===== src/rtl/spi_wb_bridge_pkg.sv =====
// Shared constants for the SPI-slave to Wishbone-master bridge: FSM state encoding,
// command-byte layout and field lengths.
package spi_wb_bridge_pkg;

    typedef logic [3:0] state_t;

    localparam state_t ST_IDLE     = 4'd0;
    localparam state_t ST_CMD      = 4'd1;
    localparam state_t ST_ADDR     = 4'd2;
    localparam state_t ST_WR_DATA  = 4'd3;
    localparam state_t ST_WB_WR    = 4'd4;
    localparam state_t ST_RD_WB    = 4'd5;
    localparam state_t ST_RD_DUMMY = 4'd6;
    localparam state_t ST_RD_DATA  = 4'd7;
    localparam state_t ST_WAIT_CS  = 4'd8;

    localparam int CMD_BITS     = 8;
    localparam int CMD_RD_BIT   = 7;
    localparam int CMD_SEL_MSB  = 3;
    localparam int CMD_RSVD_MSB = 6;
    localparam int CMD_RSVD_LSB = 4;
    localparam int DUMMY_BITS   = 8;
    localparam int DATA_BITS    = 32;

    localparam logic [31:0] RD_ERR_DATA = 32'hFFFF_FFFF;

    // True on the last bit of a field that is 'width' bits long.
    function automatic logic field_end(input logic [5:0] cnt, input int width);
        return cnt == 6'(width - 1);
    endfunction

endpackage


===== src/rtl/spi_wb_bridge_sync.sv =====
// Two-flop synchronizer with a third flop for edge detection; pulses are one clk wide.
module spi_wb_bridge_sync #(
    parameter logic RST_VAL = 1'b0
) (
    input  logic clk,
    input  logic rst,
    input  logic a_i,
    output logic lvl_o,
    output logic rise_o,
    output logic fall_o
);

    logic [2:0] sh_q;

    always_ff @(posedge clk) begin
        if (rst) sh_q <= {3{RST_VAL}};
        else     sh_q <= {sh_q[1:0], a_i};
    end

    assign lvl_o  = sh_q[1];
    assign rise_o =  sh_q[1] & ~sh_q[2];
    assign fall_o = ~sh_q[1] &  sh_q[2];

endmodule


===== src/rtl/spi_wb_bridge.sv =====
// SPI mode-0 slave that turns each CMD/ADDR/DATA frame into one classic Wishbone cycle.
// Optional watchdog on the Wishbone cycle: define SPI_WB_BRIDGE_TIMEOUT_EN.
module spi_wb_bridge
    import spi_wb_bridge_pkg::*;
#(
    parameter int ADDR_W      = 16,
    parameter int TIMEOUT_CYC = 255
) (
    input  logic              clk,
    input  logic              rst,
    input  logic              spi_sclk_i,
    input  logic              spi_cs_n_i,
    input  logic              spi_mosi_i,
    output logic              spi_miso_o,
    output logic              spi_miso_oe_o,
    output logic              wb_cyc_o,
    output logic              wb_stb_o,
    output logic              wb_we_o,
    output logic [ADDR_W-1:0] wb_adr_o,
    output logic [31:0]       wb_dat_o,
    output logic [3:0]        wb_sel_o,
    input  logic [31:0]       wb_dat_i,
    input  logic              wb_ack_i,
    input  logic              wb_err_i,
    output logic              busy_o,
    output logic              err_o
);

    if ((ADDR_W != 16 && ADDR_W != 24) || TIMEOUT_CYC < 2 || TIMEOUT_CYC > 255) begin : g_bad_param
        $error("spi_wb_bridge: unsupported ADDR_W or TIMEOUT_CYC");
    end

    logic sclk_rise, sclk_fall, sclk_lvl_unused;
    logic cs_lvl, cs_rise, cs_fall;
    logic mosi_lvl, mosi_rise_unused, mosi_fall_unused;

    spi_wb_bridge_sync #(.RST_VAL(1'b0)) u_sync_sclk (
        .clk(clk), .rst(rst), .a_i(spi_sclk_i),
        .lvl_o(sclk_lvl_unused), .rise_o(sclk_rise), .fall_o(sclk_fall)
    );
    spi_wb_bridge_sync #(.RST_VAL(1'b1)) u_sync_cs (
        .clk(clk), .rst(rst), .a_i(spi_cs_n_i),
        .lvl_o(cs_lvl), .rise_o(cs_rise), .fall_o(cs_fall)
    );
    spi_wb_bridge_sync #(.RST_VAL(1'b0)) u_sync_mosi (
        .clk(clk), .rst(rst), .a_i(spi_mosi_i),
        .lvl_o(mosi_lvl), .rise_o(mosi_rise_unused), .fall_o(mosi_fall_unused)
    );

    state_t            state_q, state_d;
    logic [5:0]        cnt_q, cnt_d;
    logic [31:0]       sh_q, sh_d, sh_in;
    logic [ADDR_W-1:0] adr_q, adr_d;
    logic [31:0]       dat_q, dat_d;
    logic [3:0]        sel_q, sel_d;
    logic              rd_q, rd_d, cyc_q, cyc_d, err_q, err_d;
    logic              miso_q, miso_d, gone_q, gone_d;
    logic              timeout, wb_done, wb_bad;

`ifdef SPI_WB_BRIDGE_TIMEOUT_EN
    logic [7:0] wdog_q;

    // Held at zero between cycles, so every new cycle starts counting from zero.
    always_ff @(posedge clk) begin
        if (rst || !cyc_q) wdog_q <= 8'd0;
        else               wdog_q <= wdog_q + 8'd1;
    end

    assign timeout = cyc_q && (wdog_q == 8'(TIMEOUT_CYC - 1));
`else
    assign timeout = 1'b0;
`endif

    assign sh_in   = {sh_q[30:0], mosi_lvl};
    assign wb_done = cyc_q & (wb_ack_i | wb_err_i | timeout);
    assign wb_bad  = cyc_q & (wb_err_i | timeout);

    always_comb begin
        state_d = state_q;
        cnt_d   = cnt_q;
        sh_d    = sh_q;
        adr_d   = adr_q;
        dat_d   = dat_q;
        sel_d   = sel_q;
        rd_d    = rd_q;
        cyc_d   = cyc_q;
        err_d   = err_q;
        miso_d  = miso_q;
        gone_d  = gone_q;

        if (wb_done) cyc_d = 1'b0;
        if (wb_bad)  err_d = 1'b1;

        case (state_q)
            ST_IDLE: begin
                if (cs_fall && !cyc_q) begin
                    state_d = ST_CMD;
                    cnt_d   = 6'd0;
                    err_d   = 1'b0;
                    miso_d  = 1'b0;
                end
            end
            ST_CMD: begin
                if (cs_rise) begin
                    state_d = ST_IDLE;
                end else if (sclk_rise) begin
                    sh_d  = sh_in;
                    cnt_d = cnt_q + 6'd1;
                    if (field_end(cnt_q, CMD_BITS)) begin
                        cnt_d = 6'd0;
                        rd_d  = sh_in[CMD_RD_BIT];
                        sel_d = sh_in[CMD_SEL_MSB:0];
                        if (|sh_in[CMD_RSVD_MSB:CMD_RSVD_LSB]) begin
                            err_d   = 1'b1;
                            state_d = ST_WAIT_CS;
                        end else begin
                            state_d = ST_ADDR;
                        end
                    end
                end
            end
            ST_ADDR: begin
                if (cs_rise) begin
                    state_d = ST_IDLE;
                end else if (sclk_rise) begin
                    sh_d  = sh_in;
                    cnt_d = cnt_q + 6'd1;
                    if (field_end(cnt_q, ADDR_W)) begin
                        cnt_d = 6'd0;
                        adr_d = sh_in[ADDR_W-1:0];
                        if (rd_q) begin
                            cyc_d   = 1'b1;
                            gone_d  = 1'b0;
                            state_d = ST_RD_WB;
                        end else begin
                            state_d = ST_WR_DATA;
                        end
                    end
                end
            end
            ST_WR_DATA: begin
                if (cs_rise) begin
                    state_d = ST_IDLE;
                end else if (sclk_rise) begin
                    sh_d  = sh_in;
                    cnt_d = cnt_q + 6'd1;
                    if (field_end(cnt_q, DATA_BITS)) begin
                        cnt_d   = 6'd0;
                        dat_d   = sh_in;
                        cyc_d   = 1'b1;
                        gone_d  = 1'b0;
                        state_d = ST_WB_WR;
                    end
                end
            end
            ST_WB_WR: begin
                if (cs_rise) gone_d = 1'b1;
                if (wb_done) state_d = (gone_q || cs_rise) ? ST_IDLE : ST_WAIT_CS;
            end
            ST_RD_WB: begin
                // Dummy bits keep counting while the slave works; a frame that has already
                // ended only waits here for the cycle to finish.
                if (cs_rise) gone_d = 1'b1;
                if (wb_done) sh_d = wb_bad ? RD_ERR_DATA : wb_dat_i;
                if (sclk_rise && !gone_q) cnt_d = cnt_q + 6'd1;
                if (wb_done && (gone_q || cs_rise)) begin
                    state_d = ST_IDLE;
                end else if (sclk_rise && !gone_q && field_end(cnt_q, DUMMY_BITS)) begin
                    cnt_d   = 6'd0;
                    state_d = ST_RD_DATA;
                    if (!wb_done) begin
                        sh_d  = RD_ERR_DATA;
                        err_d = 1'b1;
                    end
                end else if (wb_done) begin
                    state_d = ST_RD_DUMMY;
                end
            end
            ST_RD_DUMMY: begin
                if (cs_rise) begin
                    state_d = ST_IDLE;
                end else if (sclk_rise) begin
                    cnt_d = cnt_q + 6'd1;
                    if (field_end(cnt_q, DUMMY_BITS)) begin
                        cnt_d   = 6'd0;
                        state_d = ST_RD_DATA;
                    end
                end
            end
            ST_RD_DATA: begin
                if (cs_rise) begin
                    state_d = ST_IDLE;
                end else begin
                    if (sclk_fall) begin
                        miso_d = sh_q[31];
                        sh_d   = {sh_q[30:0], 1'b0};
                    end
                    if (sclk_rise) begin
                        cnt_d = cnt_q + 6'd1;
                        if (field_end(cnt_q, DATA_BITS)) begin
                            cnt_d   = 6'd0;
                            state_d = ST_WAIT_CS;
                        end
                    end
                end
            end
            ST_WAIT_CS: begin
                if (cs_rise) state_d = ST_IDLE;
            end
            default: state_d = ST_IDLE;
        endcase

        // A frame that starts while the previous cycle is still open is dropped.
        if (cs_fall && cyc_q) err_d = 1'b1;
    end

    always_ff @(posedge clk) begin
        if (rst) begin
            state_q <= ST_IDLE;
            cnt_q   <= 6'd0;
            adr_q   <= '0;
            dat_q   <= 32'd0;
            sel_q   <= 4'd0;
            rd_q    <= 1'b0;
            cyc_q   <= 1'b0;
            err_q   <= 1'b0;
            miso_q  <= 1'b0;
            gone_q  <= 1'b0;
        end else begin
            state_q <= state_d;
            cnt_q   <= cnt_d;
            adr_q   <= adr_d;
            dat_q   <= dat_d;
            sel_q   <= sel_d;
            rd_q    <= rd_d;
            cyc_q   <= cyc_d;
            err_q   <= err_d;
            miso_q  <= miso_d;
            gone_q  <= gone_d;
        end
    end

    always_ff @(posedge clk) begin
        sh_q <= sh_d;
    end

    assign wb_cyc_o      = cyc_q;
    assign wb_stb_o      = cyc_q;
    assign wb_we_o       = cyc_q & ~rd_q;
    assign wb_adr_o      = adr_q;
    assign wb_dat_o      = dat_q;
    assign wb_sel_o      = sel_q;
    assign busy_o        = cyc_q;
    assign err_o         = err_q;
    assign spi_miso_o    = miso_q;
    assign spi_miso_oe_o = ~cs_lvl;

endmodule


===== config.mk =====
export PLATFORM = sky130hd
export DESIGN_NAME = spi_wb_bridge
export DESIGN_NICKNAME = d
export VERILOG_FILES = /design/src/rtl/spi_wb_bridge_pkg.sv /design/src/rtl/spi_wb_bridge_sync.sv /design/src/rtl/spi_wb_bridge.sv
export SDC_FILE = /design/constraint.sdc
export NUM_CORES = 1
export LEC_CHECK = 0
export CORE_MARGIN = 2
export CORE_UTILIZATION = 57
export CTS_BUF_LIST = sky130_fd_sc_hd__clkbuf_8
export DETAILED_ROUTE_END_ITERATION = 7
export PLACE_DENSITY = 0.87
export SKIP_LAST_GASP = 1
export SLEW_MARGIN = 5
export SYNTH_ARGS = -nofsm -noshare
export SYNTH_HDL_FRONTEND = slang
export SYNTH_SLANG_ARGS = --single-unit

===== constraint.sdc =====
create_clock -name clk -period 9.7 [get_ports clk]
set_input_delay 0.97 -clock clk [delete_from_list [all_inputs] [get_ports clk]]
set_output_delay 0.97 -clock clk [all_outputs]
set_load 0.01 [all_outputs]

Word level (Yosys, flattened, before mapping)
Cells that the tools add are included.
{"block": "word_totals", "ff_bits": 107, "latch_bits": 0, "mem_bits_rw": 0, "romBits": 0, "in_bits": 39, "out_inout_bits": 59, "word_cells": 178, "memories": 0}
{"block": "op_classes", "add_sub_neg": 1, "multipliers": 0, "div_mod_pow": 0, "magnitude_cmp": 0, "n_eq_ne": 41, "n_shift": 0, "n_mux": 82, "n_bitwise": 14, "reduce_logical": 26}
{"cell": "32-bit two-way mux", "n": 9}
{"cell": "32-bit case mux with 3 select lines", "n": 1}
{"cell": "4-bit two-way mux", "n": 23}
{"cell": "6-bit two-way mux", "n": 13}
{"cell": "4-bit case mux with 9 select lines", "n": 1}
{"cell": "2-bit inequality test, second input constant", "n": 15}
{"cell": "3-bit inequality test, second input constant", "n": 10}
{"cell": "6-bit case mux with 5 select lines", "n": 1}
{"cell": "1-bit two-way mux", "n": 29}
{"cell": "4-bit by 3-bit equality test with 1-bit output, second input constant", "n": 4}
{"cell": "4-bit AND reduction", "n": 4}
{"cell": "14-bit AND reduction", "n": 1}
{"cell": "9-bit AND reduction", "n": 1}
{"cell": "4-bit by 2-bit equality test with 1-bit output, second input constant", "n": 2}
{"cell": "2-bit by 1-bit inequality test with 1-bit output, second input constant", "n": 4}
{"cell": "8-bit AND reduction", "n": 1}
{"cell": "1-bit AND", "n": 7}
{"cell": "6-bit by 1-bit adder with 6-bit output, second input constant", "n": 1}
{"cell": "6-bit by 3-bit equality test with 1-bit output, second input constant", "n": 1}
{"cell": "6-bit by 4-bit equality test with 1-bit output, second input constant", "n": 1}
{"cell": "6-bit by 5-bit equality test with 1-bit output, second input constant", "n": 1}
{"cell": "1-bit NOT", "n": 6}
{"cell": "1-bit case mux with 3 select lines", "n": 2}
{"cell": "3-bit nonzero test", "n": 2}
{"cell": "other kinds (15)", "n": 24}

Logic depth before layout (Yosys ltp)
Gate-level depths: netlist of run 1.
{"block": "depth", "depth_word": 8, "depth_mapped": 8, "depth_no_buf": 7}

Hierarchy
Synthesis of run 1 repeated with hierarchy kept, for this count alone.
{"block": "unflattened", "cells_unflattened": 567, "area_unflattened_um2": 5207.5}
{"mod": "spi_wb_bridge", "instances": 1, "cells_each": 543, "area_each_um2": 4932.2}
{"mod": "spi_wb_bridge_sync (u_sync_mosi ...)", "instances": 2, "cells_each": 8, "area_each_um2": 91.3}
{"mod": "spi_wb_bridge_sync (u_sync_cs)", "instances": 1, "cells_each": 8, "area_each_um2": 92.6}

Least setup slack after synthesis of run 1
OpenSTA, ideal clock, no wires.
{"block": "synth_path", "kind": "reg-to-reg", "start": "reg u_sync_cs.sh_q[1]", "end": "reg sh_q[0] (enable)", "setup_ns": 0.461, "t_arrival_ns": 3.273, "required_time_ns": 9.239, "path_slack_ns": 5.966, "path_stages_with_launch": 7, "n_path_buf": 2, "cell_sequence": "dfxtp_1 > nor2b_1 > buf_2 > clkbuf_1 > o21ai_0 > a32oi_1 > nor3_1"}
{"block": "synth_via", "elab_chain_len": 3, "elab_cells_between_ends": 4}
{"element": "start: declaration", "line_no": "spi_wb_bridge_sync.sv:13", "rtl": "logic [2:0] sh_q;"}
{"element": "start signal: assignment", "line_no": "spi_wb_bridge_sync.sv:16", "rtl": "if (rst) sh_q <= {3{RST_VAL}};"}
{"element": "start signal: assignment", "line_no": "spi_wb_bridge_sync.sv:17", "rtl": "else sh_q <= {sh_q[1:0], a_i};"}
{"element": "1-bit AND (*)", "line_no": "spi_wb_bridge_sync.sv:21", "rtl": "assign rise_o = sh_q[1] & ~sh_q[2];"}
{"element": "2-bit inequality test (no line)"}
{"element": "5-bit AND reduction (no line) (*)"}
{"element": "end signal: assignment", "line_no": "spi_wb_bridge.sv:244", "rtl": "sh_q <= sh_d;"}
{"element": "end: declaration", "line_no": "spi_wb_bridge.sv:52", "rtl": "logic [31:0] sh_q, sh_d, sh_in;"}
Mark *: on every way between the ends. The rest lies on a longest branch, timed or not.
A chain may end at the register's enable or synchronous reset.

Worst setup path after layout of run 1
{"block": "layout_path", "start": "in wb_err_i", "end": "reg sh_q[3] (data pin)"}
{"block": "layout_via", "elab_chain_len": 7, "elab_cells_between_ends": 10}
{"element": "start: declaration", "line_no": "spi_wb_bridge.sv:24", "rtl": "input logic wb_err_i,"}
{"element": "1-bit AND / 1-bit bitwise OR (equally long branches)", "line_no": "spi_wb_bridge.sv:76, spi_wb_bridge.sv:75"}
{"element": "32-bit two-way mux / 1-bit AND (equally long branches)", "line_no": "spi_wb_bridge.sv:164, spi_wb_bridge.sv:75"}
{"element": "32-bit two-way mux", "line_no": "spi_wb_bridge.sv:164", "rtl": "if (wb_done) sh_d = wb_bad ? RD_ERR_DATA : wb_dat_i;"}
{"element": "32-bit two-way mux", "line_no": "spi_wb_bridge.sv:171", "rtl": "if (!wb_done) begin"}
{"element": "32-bit two-way mux", "line_no": "spi_wb_bridge.sv:168", "rtl": "end else if (sclk_rise && !gone_q && field_end(cnt_q, DUMMY_BITS)) begin"}
{"element": "32-bit two-way mux (*)", "line_no": "spi_wb_bridge.sv:166", "rtl": "if (wb_done && (gone_q || cs_rise)) begin"}
{"element": "32-bit case mux with 3 select lines (*)", "line_no": "spi_wb_bridge.sv:94", "rtl": "case (state_q)"}
{"element": "via sh_d[3]", "line_no": "spi_wb_bridge.sv:52"}
The timed path passes the listed nets; every way through them passes the cells marked *.

==> results of run 1 <==
==> registers in the layout, summed over array words and instances (netlist names) <==
name	cells
sh_q	32
wb_dat_o	32
wb_adr_o	16
cnt_q	6
state_q	4
wb_sel_o	4
u_sync_cs.sh_q	3
u_sync_sclk.sh_q	3
u_sync_mosi.sh_q	2
busy_o	1
err_o	1
gone_q	1
rd_q	1
spi_miso_o	1
==> per-stage QoR <==
| stage | cells | area [sq um] | total power [mW] | setup slack (ns) |
|---|---|---|---|---|
| floorplan | 543 | 4851 | 0.6388 | 5.966 |
| global placement | 710 | 5826 | 0.6802 | 6.849 |
| detailed placement | 710 | 5826 | 0.6845 | 6.763 |
| CTS | 726 | 6026 | 0.9559 | 7.161 |
| global route | 726 | 6026 | 0.9949 | 6.934 |
| finish | 726 | 6026 | 0.9554 | 7.124 |
==> logic make-up (layout without fill, tap and decap cells) <==
logic type	after synthesis	after routing	synth area share, %
AND/OR/NAND/NOR	221	221	22.03
AO/OA/AOI/OAI	141	141	17.54
buffers and inverters	49	127	4.436
adder cells (fa/ha/maj)	1	1	0.2579
multiplexers	24	24	4.978
flip-flops	107	107	50.76
==> path summary, 6_finish.rpt <==
kind / endpoint / cells past startpoint / startpoint / slack, ns
max reg2reg: wb_sel_o[0] / 5 / state_q[0] / 7.18
min reg2reg: u_sync_cs.sh_q[1] / 1 / u_sync_cs.sh_q[0] / 0.42
max: sh_q[3] / 5 / wb_err_i / 7.12
min: u_sync_cs.sh_q[1] / 1 / u_sync_cs.sh_q[0] / 0.42
==> worst max-delay path: stages <==
cell and delay [ns]:
clkdlybuf4s50_1 0.51, o21a_1 0.24, or2_2 0.63, o22ai_1 0.20
o21ai_0 0.21
==> power by group through the flow <==
| stage | Clock [mW] | Sequential, mW | Combinational, mW |
|---|---|---|---|
| floorplan | 0 | 0.505 | 0.133 |
| global placement | 0 | 0.528 | 0.152 |
| detailed placement | 0 | 0.528 | 0.156 |
| CTS | 0.281 | 0.518 | 0.157 |
| global route | 0.294 | 0.524 | 0.177 |
| finish | 0.277 | 0.520 | 0.159 |
==> routing by layer <==
layer | part of all wire [%] | up-vias
met1 | 41 | 2106
met2 | 50 | 188
met4 | 1.2 | 0
li1 | - | 2086
met5 | 0 | -
met3 | 7.7 | 16
==> layout by cell type (no fill, tap or decap), drive strengths merged, types with 2 or more instances in the layout <==
| cell | Yosys | layout |
|---|---|---|
| nor4b | 3 | 3 |
| nand4bb | 2 | 2 |
| and3 | 2 | 2 |
| or3 | 3 | 3 |
| a21oi | 40 | 40 |
| a211o | 2 | 2 |
| a32oi | 2 | 2 |
| o22a | 2 | 2 |
| o31ai | 3 | 3 |
| a31oi | 3 | 3 |
| nor3b | 2 | 2 |
| nor2 | 50 | 50 |
| clkdlybuf4s50 | 0 | 96 |
| or2 | 5 | 5 |
| inv | 6 | 9 |
| buf | 13 | 9 |
| a211oi | 2 | 2 |
| a2111oi | 2 | 2 |
| dfxtp | 75 | 75 |
| o21ai | 36 | 36 |
| clkbuf | 30 | 9 |
| o22ai | 37 | 37 |
| nor2b | 10 | 10 |
| edfxtp | 32 | 32 |
| nand2b | 5 | 5 |
| nand2 | 101 | 101 |
| nand3 | 7 | 7 |
| mux2i | 23 | 23 |
| clkinv | 0 | 3 |
| o21a | 2 | 2 |
| nor3 | 16 | 16 |
| nor4 | 5 | 5 |
| o211a | 2 | 2 |
| nand4 | 2 | 2 |
==> cell type report <==
type | instances | area (sq um)
Sequential cell | 107 | 2462
Fill cell | 595 | 2191
Multi-Input combinational cell | 387 | 2183
Timing Repair Buffer | 105 | 1026
Tap cell | 105 | 131.4
Clock buffer | 9 | 123.9
Clock inverter | 7 | 76.32
Inverter | 6 | 22.52
==> results.md, run 1 <==
Global routing:
- The total congestion overflow is 0.
- The pin count of the biggest net entering global routing is 74.
- The global-route layer with the greatest usage is met2.
- The met3 usage is 7.753%.
- In the global route stage, overall resource usage came out at 27.26%.
- The number of antenna violations at the first check in global routing is 0.
- The global-route wire length before repair is 19.78 mm.
- The fraction of met2 tracks used by global routing is 46.01%.
- The number of global-route vias before repair is 4,136.
- For this run, global-route usage on met1 was measured as 33.60%.

Route:
- The post-route DRC violation count is 0.
- The count of nets left with antenna violations after detail routing is 0.
- The violation count after the first detailed-routing iteration is 271.
- The overall via count from detail_route is 4,396.
- The total iterations of the first detailed-routing run is 5.
- For this block, the routed nets add up to 12.50 mm of wire.
- After detailed routing, the number of vias per cell comes to 6.055.
- The average detailed-routed wire length per instance is 17.21 microns.

Timing:
- The minimum clock period after layout is 2.576 ns.
- The highest achievable clock rate is 388.2 MHz.
- Clock skew on the completed layout was measured at 0.01480 ns.
- Setup repair after global routing left no endpoint under its margin.
- The count of pins over their slew limit is 0.
- The post-route fraction of the period consumed by the critical path is 26.56%.
- In this run the tightest slew margin relative to its limit is 49.01%.
- The pin slew with the least headroom to its limit is 0.7648 ns.
- The number of setup violations in the final report is 0.
- Hold timing on the final database bottoms out at a slack of 0.4184 ns.
- The total count of hold-check failures in the final report is 0.
- The setup TNS after final layout is 0 ns.

Power:
- For this design the static power due to leakage is 2.106 nW.
- The portion of total power attributed to the clock network is 28.9%.
- Of the total power, the share spent switching nets is 29.27%.
- The total power divided by cell area is 158.6 nW/um^2.
- The relative contribution of sequential cells to total power is 54.4%.
- IR analysis of the VDD net gives a maximum drop of 107.8 uV.
- Of the total power, combinational logic draws 16.6%.
- The internal portion of total power is 0.6757 mW.
- The net switching power of the design is 0.2797 mW.

Logic synthesis:
- In the synthesized netlist the dominant register cell turns out to be dfxtp_1.
- Synthesis handed over a netlist of 543 instances.
- Counting flops with a built-in enable in the synthesized netlist gives 32.
- By count the netlist is led by nand2_1 (101), dfxtp_1 (75), nor2_1 (50).
- nand2_1 is the most common cell in the netlist.
- The count of unique library cells instantiated by Yosys is 59.
- The Yosys warning count is 0.
- The mapped netlist covers 4851 sq um.
- The share of the yosys chip area belonging to registers is 50.76%.
- The mean area per synthesized cell is 8.934 sq um.
- The largest area contributor in the synthesized netlist is dfxtp_1.
- The share of synthesized area in the top cell type comes to 30.95%.
- Yosys attributes the largest share of cell area to dfxtp_1 (31%), edfxtp_1 (20%), nand2_1 (7.8%), o22ai_1 (4.8%), mux2i_1 (4.7%).
- Counting flops with an async set or reset pin after synthesis yields a share of 0%.
- The number of nets in the synthesized netlist is 583.
- The register bit total from synthesis is 107.

Worst hold path:
- The type of the most critical hold path is reg2reg.

CTS:
- After clock tree synthesis, the clock-pin slew on the worst setup and hold paths is 0.10 ns.
- The number of hold buffers added after cts is 0.
- The number of buffers inserted to repair setup after CTS is 0.
- The number of gates resized after CTS was 0.
- The master cell of the clock root buffer is clkbuf_8.
- The clock reaches the later pin of the worst-skew pair after 0.36 ns.
- CTS saw 107 sinks.
- The maximum buffer depth of the clock tree is 2.
- The number of clock buffers added by TritonCTS is 9.
- The TritonCTS clock tree is done.
- The H-tree level count is 3.

Worst setup path:
- The critical path is of the in2reg type.
- For the worst setup path, the data required time is 9.90 ns.
- STA classifies the critical path endpoint as a register.
- Of all nets on the critical path, the largest fanout is 32.
- The kind of start point of the critical path is an input pin.
- The arrival time of the worst setup path is 2.77 ns.

Cells and area:
- The ratio of cells with drive above 1 in the final layout is 6.280%.
- Compared with the post-synthesis result, the final layout area differs by 24.22%.
- The net total in the final layout is 656.
- The final antenna diode count is 0.
- The utilization of the core after routing is 73.34%.

Die:
- The floorplan step defined a die boundary enclosing 9264 sq um.
- The die is 96.25 microns wide.
- The initial standard-cell utilization of the core is 59.04%.
- The floorplan has 33 rows.
- The I/O pin count is 98.
- The floorplan die height is 96.25 microns.
- The area of the core is 8217 sq um.

Placement:
- The final weighted congestion of routability-driven global placement is 0.9639.
- The HPWL after detailed placement is 7.995 mm.
- Input and output buffers added on the ports amount to 97.

Run:
- The count of maximum capacitance violations is 0.

Status:
- The flow ran to the end, and the final reports show no timing, DRC or antenna violations.
Power figures use the tool's default switching activity.
==> inputs of run 2 (changes only) <==
--- a/config.mk
+++ b/config.mk
@@ -6,10 +6,10 @@
 export NUM_CORES = 1
 export LEC_CHECK = 0
 export CORE_MARGIN = 2
-export CORE_UTILIZATION = 57
+export CORE_UTILIZATION = 48
 export CTS_BUF_LIST = sky130_fd_sc_hd__clkbuf_8
 export DETAILED_ROUTE_END_ITERATION = 7
-export PLACE_DENSITY = 0.87
+export PLACE_DENSITY = 0.78
 export SKIP_LAST_GASP = 1
 export SLEW_MARGIN = 5
 export SYNTH_ARGS = -nofsm -noshare
==> constraint.sdc (replaced) <==
create_clock -name clk -period 2.36 [get_ports clk]
set_input_delay 0.236 -clock clk [delete_from_list [all_inputs] [get_ports clk]]
set_output_delay 0.236 -clock clk [all_outputs]
set_load 0.01 [all_outputs]
==> run 2 against run 1 <==
  * Die area is 18% higher
  * First-iteration DRC count is 10% higher
  * Power grew to 4.3 times the previous value
  * Wire length is 2.0% higher
  * Combinational power grew to 4.9 times the previous value
  * Highest routed layer unchanged
  * Largest power group unchanged
  * Design area is 3.7% higher
==> results.md, run 2 (synthesis results as in run 1) <==
Status:
- The flow ran to the end, and the final reports show no timing, DRC or antenna violations.

Timing:
- The setup TNS after final layout is 0 ns (unchanged).
- The pin slew with the least headroom to its limit is 0.7225 ns (-0.04230 ns).
- The minimum clock period after layout is 2.291 ns.
- The final worst clock skew is 0.01061 ns (-0.004187 ns).
- The number of setup violations in the final report is 0 (unchanged).
- The worst-case setup margin in the final layout was 0.06930 ns (-7.055 ns).
- The worst path uses 97.06% of the clock period.
- The highest achievable clock rate is 436.5 MHz.
- The worst max-slew margin expressed relative to the limit came to 51.77% (+2.8 points).
- The count of pins over their slew limit was 0 (unchanged).
- The total count of hold-check failures in the final report came to 0 (unchanged).
- The final-layout worst hold slack is 0.3774 ns (-0.04105 ns).

Die:
- The standard-cell row count was 36 (+9.1%).
- The floorplan die height came to 104.5 microns (+8.6%).
- The initial standard-cell utilization of the core is 49.63% (-9.4 points).
- The die outline area came to 10,930 sq um (+18%).
- The I/O pin count is 98 (unchanged).
- The area of the core is 9774 sq um (+19%).
- The die outline width is 104.5 microns (+8.6%).

Power:
- The portion of total power attributed to the clock network came to 29.0% (about the same).
- The relative contribution of sequential cells to total power came to 52.1% (-2.3 points).
- The maximum vdd drop is 362.4 uV (+240%).
- The net switching power of the design is 1.199 mW (+330%).
- The total power divided by cell area is 652.0 nW/um^2 (+310%).
- The switching fraction of total power is 29.45% (+0.17 points).
- The total power is 4.072 mW (+330%).
- The combinational fraction of design power is 19.0% (+2.4 points).
- The internal portion of total power is 2.873 mW (+330%).
- The static leakage is 2.204 nW (+4.7%).

Worst setup path:
- The kind of start point of the critical path is a register.
- The largest fanout of any net on the critical path is 13 (-59%).
- The critical-path cell with the highest stage delay is dfxtp_1.
- The worst stage delay on the critical path is 0.66 ns (+0.03 ns).
- The element type at the critical path end is a register.
- Walking the worst path, the cells encountered are nor2_1 -> nor3_1 -> nand2_1 -> or3_1 -> o22ai_1 -> o2bb2ai_1.
- The arrival time of the worst setup path is 2.60 ns (-0.17 ns).
- By startpoint and endpoint, the worst setup path is classified as reg2reg.
- The required time at the endpoint of the critical path is 2.67 ns (-7.23 ns).

Cells and area:
- The most common cell after layout, fill and taps aside is nand2_1.
- The number of fillers in the final layout was 850 (+43%).
- The total area of multi-input combinational cells is 2192 sq um (+0.40%).
- The final instance area is 6246 sq um (+3.7%).
- In the layout the commonest cells are nand2_1 (101), clkdlybuf4s50_1 (96), dfxtp_1 (74).
- The area growth from synthesis to layout is 28.76%.
- The area used by sequential logic in the layout was 2464 sq um (about the same).
- The ratio of cells with drive above 1 in the final layout is 9.248% (+3.0 points).
- The utilization of the core after routing was 63.90% (-9.4 points).
- The final cell count without fillers is 771 (+6.2%).
- The net total in the final layout is 673 (+2.6%).
- The final antenna diode count is 0 (unchanged).

Route:
- The post-route DRC violation count was 0 (unchanged).
- The count of nets left with antenna violations after detail routing is 0 (unchanged).
- The violation count after the first detailed-routing iteration came to 299 (+10%).
- The overall via count from detail_route is 4,328 (-1.5%).
- The per-cell via count in the routed design is 5.613 (-7.3%).
- The wire length after detailed routing is 12.75 mm (+2.0%).
- The total iterations of the first detailed-routing run was 5 (unchanged).
- The average detailed-routed wire length per instance is 16.53 microns (-4.0%).

Global routing:
- The global-route wire length before repair is 20.91 mm (+5.8%).
- The number of antenna violations at the first check in global routing came to 0 (unchanged).
- The total congestion overflow was 0 (unchanged).
- The number of global-route vias before repair is 4,232 (+2.3%).
- The total track usage was 23.63% (-3.6 points).
- The pin count of the biggest net entering global routing was 65 (-12%).

Placement:
- The final weighted congestion of routability-driven global placement was 0.9195 (-4.6%).
- The number of cells after detailed placement was 755 (+6.3%).
- The worst slack at placement is 0.1677 ns (-6.595 ns).
- The area after detailed placement is 6032 sq um (+3.5%).
- The total of buffers placed on input and output ports came to 97 (unchanged).
- The HPWL after detailed placement came to 8.574 mm (+7.2%).

CTS:
- The number of hold buffers added after cts was 0 (unchanged).
- The master cell of the clock root buffer is clkbuf_8.
- The clock transition at the register clock pins on the worst setup and hold paths after CTS is 0.10 ns (about the same).
- The clock latency reported for the late side of the worst-skew pair is 0.37 ns (about the same).
- The number of buffers inserted to repair setup after CTS is 0 (unchanged).
- The maximum buffer depth of the clock tree was 2 (unchanged).
- The quantity of gates resized following cts came to 0 (unchanged).
- The H-tree level count was 3 (unchanged).
- The number of sinks on the clock net is 107 (unchanged).
- TritonCTS built the clock tree.
- The total CTS buffers was 9 (unchanged).

Worst hold path:
- The worst hold path belongs to the class in2reg.

Run:
- The count of maximum capacitance violations was 0 (unchanged).
run 2: cell types whose count changed in the layout (fill, tap and decap cells not counted), sizes merged:
cell / before / now
clkinv: 3 / 2
buf: 9 / 26
clkbuf: 9 / 10
run 2: worst max-delay path: cells and delay by family (launching register included):
kind / cells / cell delay [ns]
simple gates: 4 / 1.28
flops: 1 / 0.66
compound gates: 2 / 0.26
run 2: power by group through the flow:
stage          Sequential [mW]  Clock (mW)  Combinational, mW
2_1_floorplan             2.08           0              0.557
3_3_place_gp              2.16           0              0.749
3_5_place_dp              2.16           0              0.758
4_1_cts                   2.11        1.21              0.762
5_1_grt                   2.13        1.27              0.854
6_report                  2.12        1.18              0.772
run 2: worst paths after layout:
| kind | start | to | slack (ns) | depth (start not counted) |
|---|---|---|---|---|
| worst max-delay path | state_q[0] | cnt_q[4] | 0.07 | 6 |
| worst min-delay path | rst | cnt_q[3] | 0.38 | 4 |
| worst max register to register | state_q[0] | cnt_q[4] | 0.07 | 6 |
| worst min register to register | u_sync_cs.sh_q[0] | u_sync_cs.sh_q[1] | 0.42 | 1 |
run 2: cell type report:
cell class | instances | area share, %
Timing Repair Buffer | 122 | 19.07
Tap cell | 133 | 2.664
Inverter | 6 | 0.3606
Sequential cell | 107 | 39.44
Clock inverter | 6 | 1.162
Clock buffer | 10 | 2.204
Multi-Input combinational cell | 387 | 35.10
run 2: routing by layer:
layer  up-vias  share of wire (%)  GRT usage, %
met4         0                1.2         8.301
li1       2126                  -             -
met5         -                  0             0
met2       163                 49         38.56
met3        17                7.2         6.114
met1      2022                 42         30.39
==> inputs of run 3 (changes only) <==
--- a/config.mk
+++ b/config.mk
@@ -5,10 +5,12 @@
 export SDC_FILE = /design/constraint.sdc
 export NUM_CORES = 1
 export LEC_CHECK = 0
+export CORE_ASPECT_RATIO = 0.75
 export CORE_MARGIN = 2
 export CORE_UTILIZATION = 48
 export CTS_BUF_LIST = sky130_fd_sc_hd__clkbuf_8
 export DETAILED_ROUTE_END_ITERATION = 7
+export HOLD_SLACK_MARGIN = 0.08
 export PLACE_DENSITY = 0.78
 export SKIP_LAST_GASP = 1
 export SLEW_MARGIN = 5
==> run 3 against run 2 <==
  * Non-clock buffer count is 5 higher
  * Die area hardly changed
  * Largest power group unchanged
  * Critical path type unchanged
  * Via count is 0.60% higher
  * Core utilization is 0.51 points higher
  * Global-route usage is 0.30 points higher
  * Flip-flop and latch count stayed put
  * Register-to-register slack better by 0.11 ns
  * Power is 1.6% lower
  * Largest cell class unchanged
  * Wire length is 2.9% higher
  * Highest routed layer unchanged
  * Setup slack better by 0.11 ns
  * Final cell count is 0.52% higher
==> results.md, run 3 (synthesis results as in run 1) <==
Status:
- The run finished with clean final reports.

Power:
- The switching fraction of total power is 28.90% (-0.55 points).
- The portion of total power attributed to the clock network is 27.6% (-1.4 points).
- The static leakage is 2.230 nW (+1.2%).
- The maximum vdd drop is 443.7 uV (+22%).
- The total power divided by cell area is 639.1 nW/um^2 (-2.0%).
- The relative contribution of sequential cells to total power is 52.1% (about the same).
- The total power came to 4.008 mW (-1.6%).
- The net switching power of the design came to 1.158 mW (-3.4%).
- The internal portion of total power was 2.850 mW (-0.81%).
- The combinational fraction of design power came to 20.3% (+1.3 points).

Route:
- The average detailed-routed wire length per instance is 16.93 microns (+2.4%).
- The uppermost layer routed is met4.
- The count of nets left with antenna violations after detail routing is 0 (unchanged).
- The wire length after detailed routing is 13.12 mm (+2.9%).
- The post-route DRC violation count is 0 (unchanged).
- The violation count after the first detailed-routing iteration is 359 (+20%).
- The total iterations of the first detailed-routing run is 5 (unchanged).
- The overall via count from detail_route is 4,354 (+0.60%).
- The routed length on met3 is 1.390 mm (+51%).
- The per-cell via count in the routed design is 5.618 (about the same).
- The amount of wire on met2 after detailed routing was 5.739 mm (-8.7%).
- The met1 routed wirelength after detailed routing is 5.864 mm (+8.9%).

Die:
- The standard-cell row count is 31 (-14%).
- The die outline width is 120.1 microns (+15%).
- The I/O pin count was 98 (unchanged).
- The die outline area was 10,930 sq um (about the same).
- The initial standard-cell utilization of the core is 49.83% (+0.20 points).
- The floorplan die height is 91.06 microns (-13%).
- The area of the core came to 9736 sq um (-0.40%).

CTS:
- The total CTS buffers was 9 (unchanged).
- The clock latency reported for the late side of the worst-skew pair was 0.36 ns (about the same).
- The clock transition at the register clock pins on the worst setup and hold paths after CTS is 0.09 ns (about the same).
- The number of hold buffers added after cts is 0 (unchanged).
- The quantity of gates resized following cts is 0 (unchanged).
- The number of buffers inserted to repair setup after CTS came to 0 (unchanged).
- The maximum buffer depth of the clock tree is 2 (unchanged).
- The H-tree level count came to 3 (unchanged).
- The number of sinks on the clock net was 107 (unchanged).
- TritonCTS built the clock tree.
- Clock tree synthesis selected as its root buffer the cell clkbuf_8.

Placement:
- The final weighted congestion of routability-driven global placement was 0.9543 (+3.8%).
- The number of cells after detailed placement is 759 (+0.53%).
- The HPWL after detailed placement came to 9.066 mm (+5.7%).
- The total of buffers placed on input and output ports is 97 (unchanged).

Worst setup path:
- Tracing the worst setup path back leads to its startpoint at cnt_q[0].
- The capture point of the critical path is state_q[3].
- The required time at the endpoint of the critical path was 2.58 ns (-0.09 ns).
- The kind of start point of the critical path is a register.
- The startpoint of the most critical register-to-register path is cnt_q[0].
- The critical path's most frequent cell is nor4_4.
- The slack of the worst reg-to-reg path is 0.18 ns (+0.11 ns).
- The reg-to-reg endpoint is state_q[3].
- The element type at the critical path end is a register.
- The arrival time of the worst setup path is 2.41 ns (-0.19 ns).
- The logic depth of the worst register-to-register path was 8 (+2).
- The critical-path cell with the highest stage delay is dfxtp_1.
- The largest fanout of any net on the critical path is 6 (-7).
- The signal on the critical path passes through ha_1 -> nand4bb_2 -> nor4_4 -> a2111oi_0 -> buf_4 -> nor4_4 -> o311a_1 -> nor3_1.
- The critical path class is reg2reg.
- The worst stage delay on the critical path is 0.39 ns (-0.27 ns).

Timing:
- The worst max-slew margin expressed relative to the limit was 50.24% (-1.5 points).
- The setup TNS after final layout is 0 ns (unchanged).
- The pin slew with the least headroom to its limit is 0.7463 ns (+0.02384 ns).
- Setup repair after global routing left no endpoint under its margin.
- The highest achievable clock rate is 458.1 MHz (+4.9%).
- The minimum clock period after layout was 2.183 ns (-0.1077 ns).
- The count of pins over their slew limit came to 0 (unchanged).
- The final-layout worst hold slack is 0.3599 ns (-0.01745 ns).
- The final worst clock skew is 0.009812 ns (-0.0007975 ns).
- The post-route fraction of the period consumed by the critical path came to 92.50% (-4.6 points).
- The total count of hold-check failures in the final report is 0 (unchanged).
- The number of setup violations in the final report came to 0 (unchanged).

Global routing:
- The number of antenna violations at the first check in global routing is 0 (unchanged).
- The global-route wire length before repair is 20.82 mm (-0.46%).
- The total congestion overflow is 0 (unchanged).
- The pin count of the biggest net entering global routing is 73 (+12%).
- The number of global-route vias before repair is 4,044 (-4.4%).
- The total track usage is 23.93% (+0.30 points).

Cells and area:
- The final cell count without fillers came to 775 (+0.52%).
- The final antenna diode count is 0 (unchanged).
- From synthesis to final layout, the design area changed by 29.28%.
- The ratio of cells with drive above 1 in the final layout is 9.487% (+0.24 points).
- Leaving out fill and tap cells, the most frequent cell in the layout is nand2_1.
- The number of fillers in the final layout is 815 (-4.1%).
- The utilization of the core after routing is 64.41% (+0.51 points).
- The library cells used most frequently in the layout, excluding fill and tap cells, are nand2_1 (101), clkdlybuf4s50_1 (96), dfxtp_1 (75).
- The net total in the final layout is 678 (+0.74%).

Run:
- The count of maximum capacitance violations was 0 (unchanged).

Worst hold path:
- The type of the most critical hold path is in2reg.
run 3: critical path: cells and delay by family, from the launching register on:
family,cells,cell delay [ns]
AND/OR/NAND/NOR,4,0.81
flip-flops,1,0.39
AO/OA/AOI/OAI,2,0.37
adder cells (fa/ha/maj),1,0.31
buffers and inverters,1,0.16
run 3: layer usage:
| layer | vias up | track usage, % |
|---|---|---|
| met2 | 189 | 35.61 |
| met4 | 0 | 5.784 |
| met5 | - | 0 |
| li1 | 2128 | - |
| met3 | 13 | 9.422 |
| met1 | 2024 | 32.72 |
run 3: worst min path at each step:
stage | from | depth (start not counted) | end | slack (ns)
2_1_floorplan | spi_cs_n_i | 1 | u_sync_cs.sh_q[0] | 0.34
3_3_place_gp | u_sync_cs.sh_q[0] | 1 | u_sync_cs.sh_q[1] | 0.39
3_5_place_dp | u_sync_cs.sh_q[0] | 1 | u_sync_cs.sh_q[1] | 0.39
4_1_cts | rst | 4 | cnt_q[3] | 0.35
5_1_grt | rst | 4 | cnt_q[3] | 0.36
6_report | rst | 4 | cnt_q[3] | 0.36
run 3: power by group through the flow:
stage,Clock [mW],Combinational [mW],Sequential (mW)
after floorplan,0,0.557,2.08
after global routing,1.19,0.891,2.10
final,1.11,0.814,2.09
after detailed placement,0,0.771,2.13
after global placement,0,0.764,2.13
after CTS,1.13,0.776,2.09
run 3: area by class of cell:
class                      count  area, sq um  area share, %
timing repair buffer         127         1229          19.59
multi-input combinational    387         2198          35.06
sequential                   107         2462          39.27
clock inverter                 6        56.30         0.8978
inverter                       6        22.52         0.3591
tap                          132        165.2          2.634
clock buffer                  10        137.6          2.195
run 3: stage by stage:
step	cell area, sq um	setup WS, ns
final	6271	0.1770
after global routing	6271	0.03700
after CTS	6262	0.08352
after detailed placement	6068	0.1018
after global placement	6068	0.2081
after floorplan	4862	0.05214
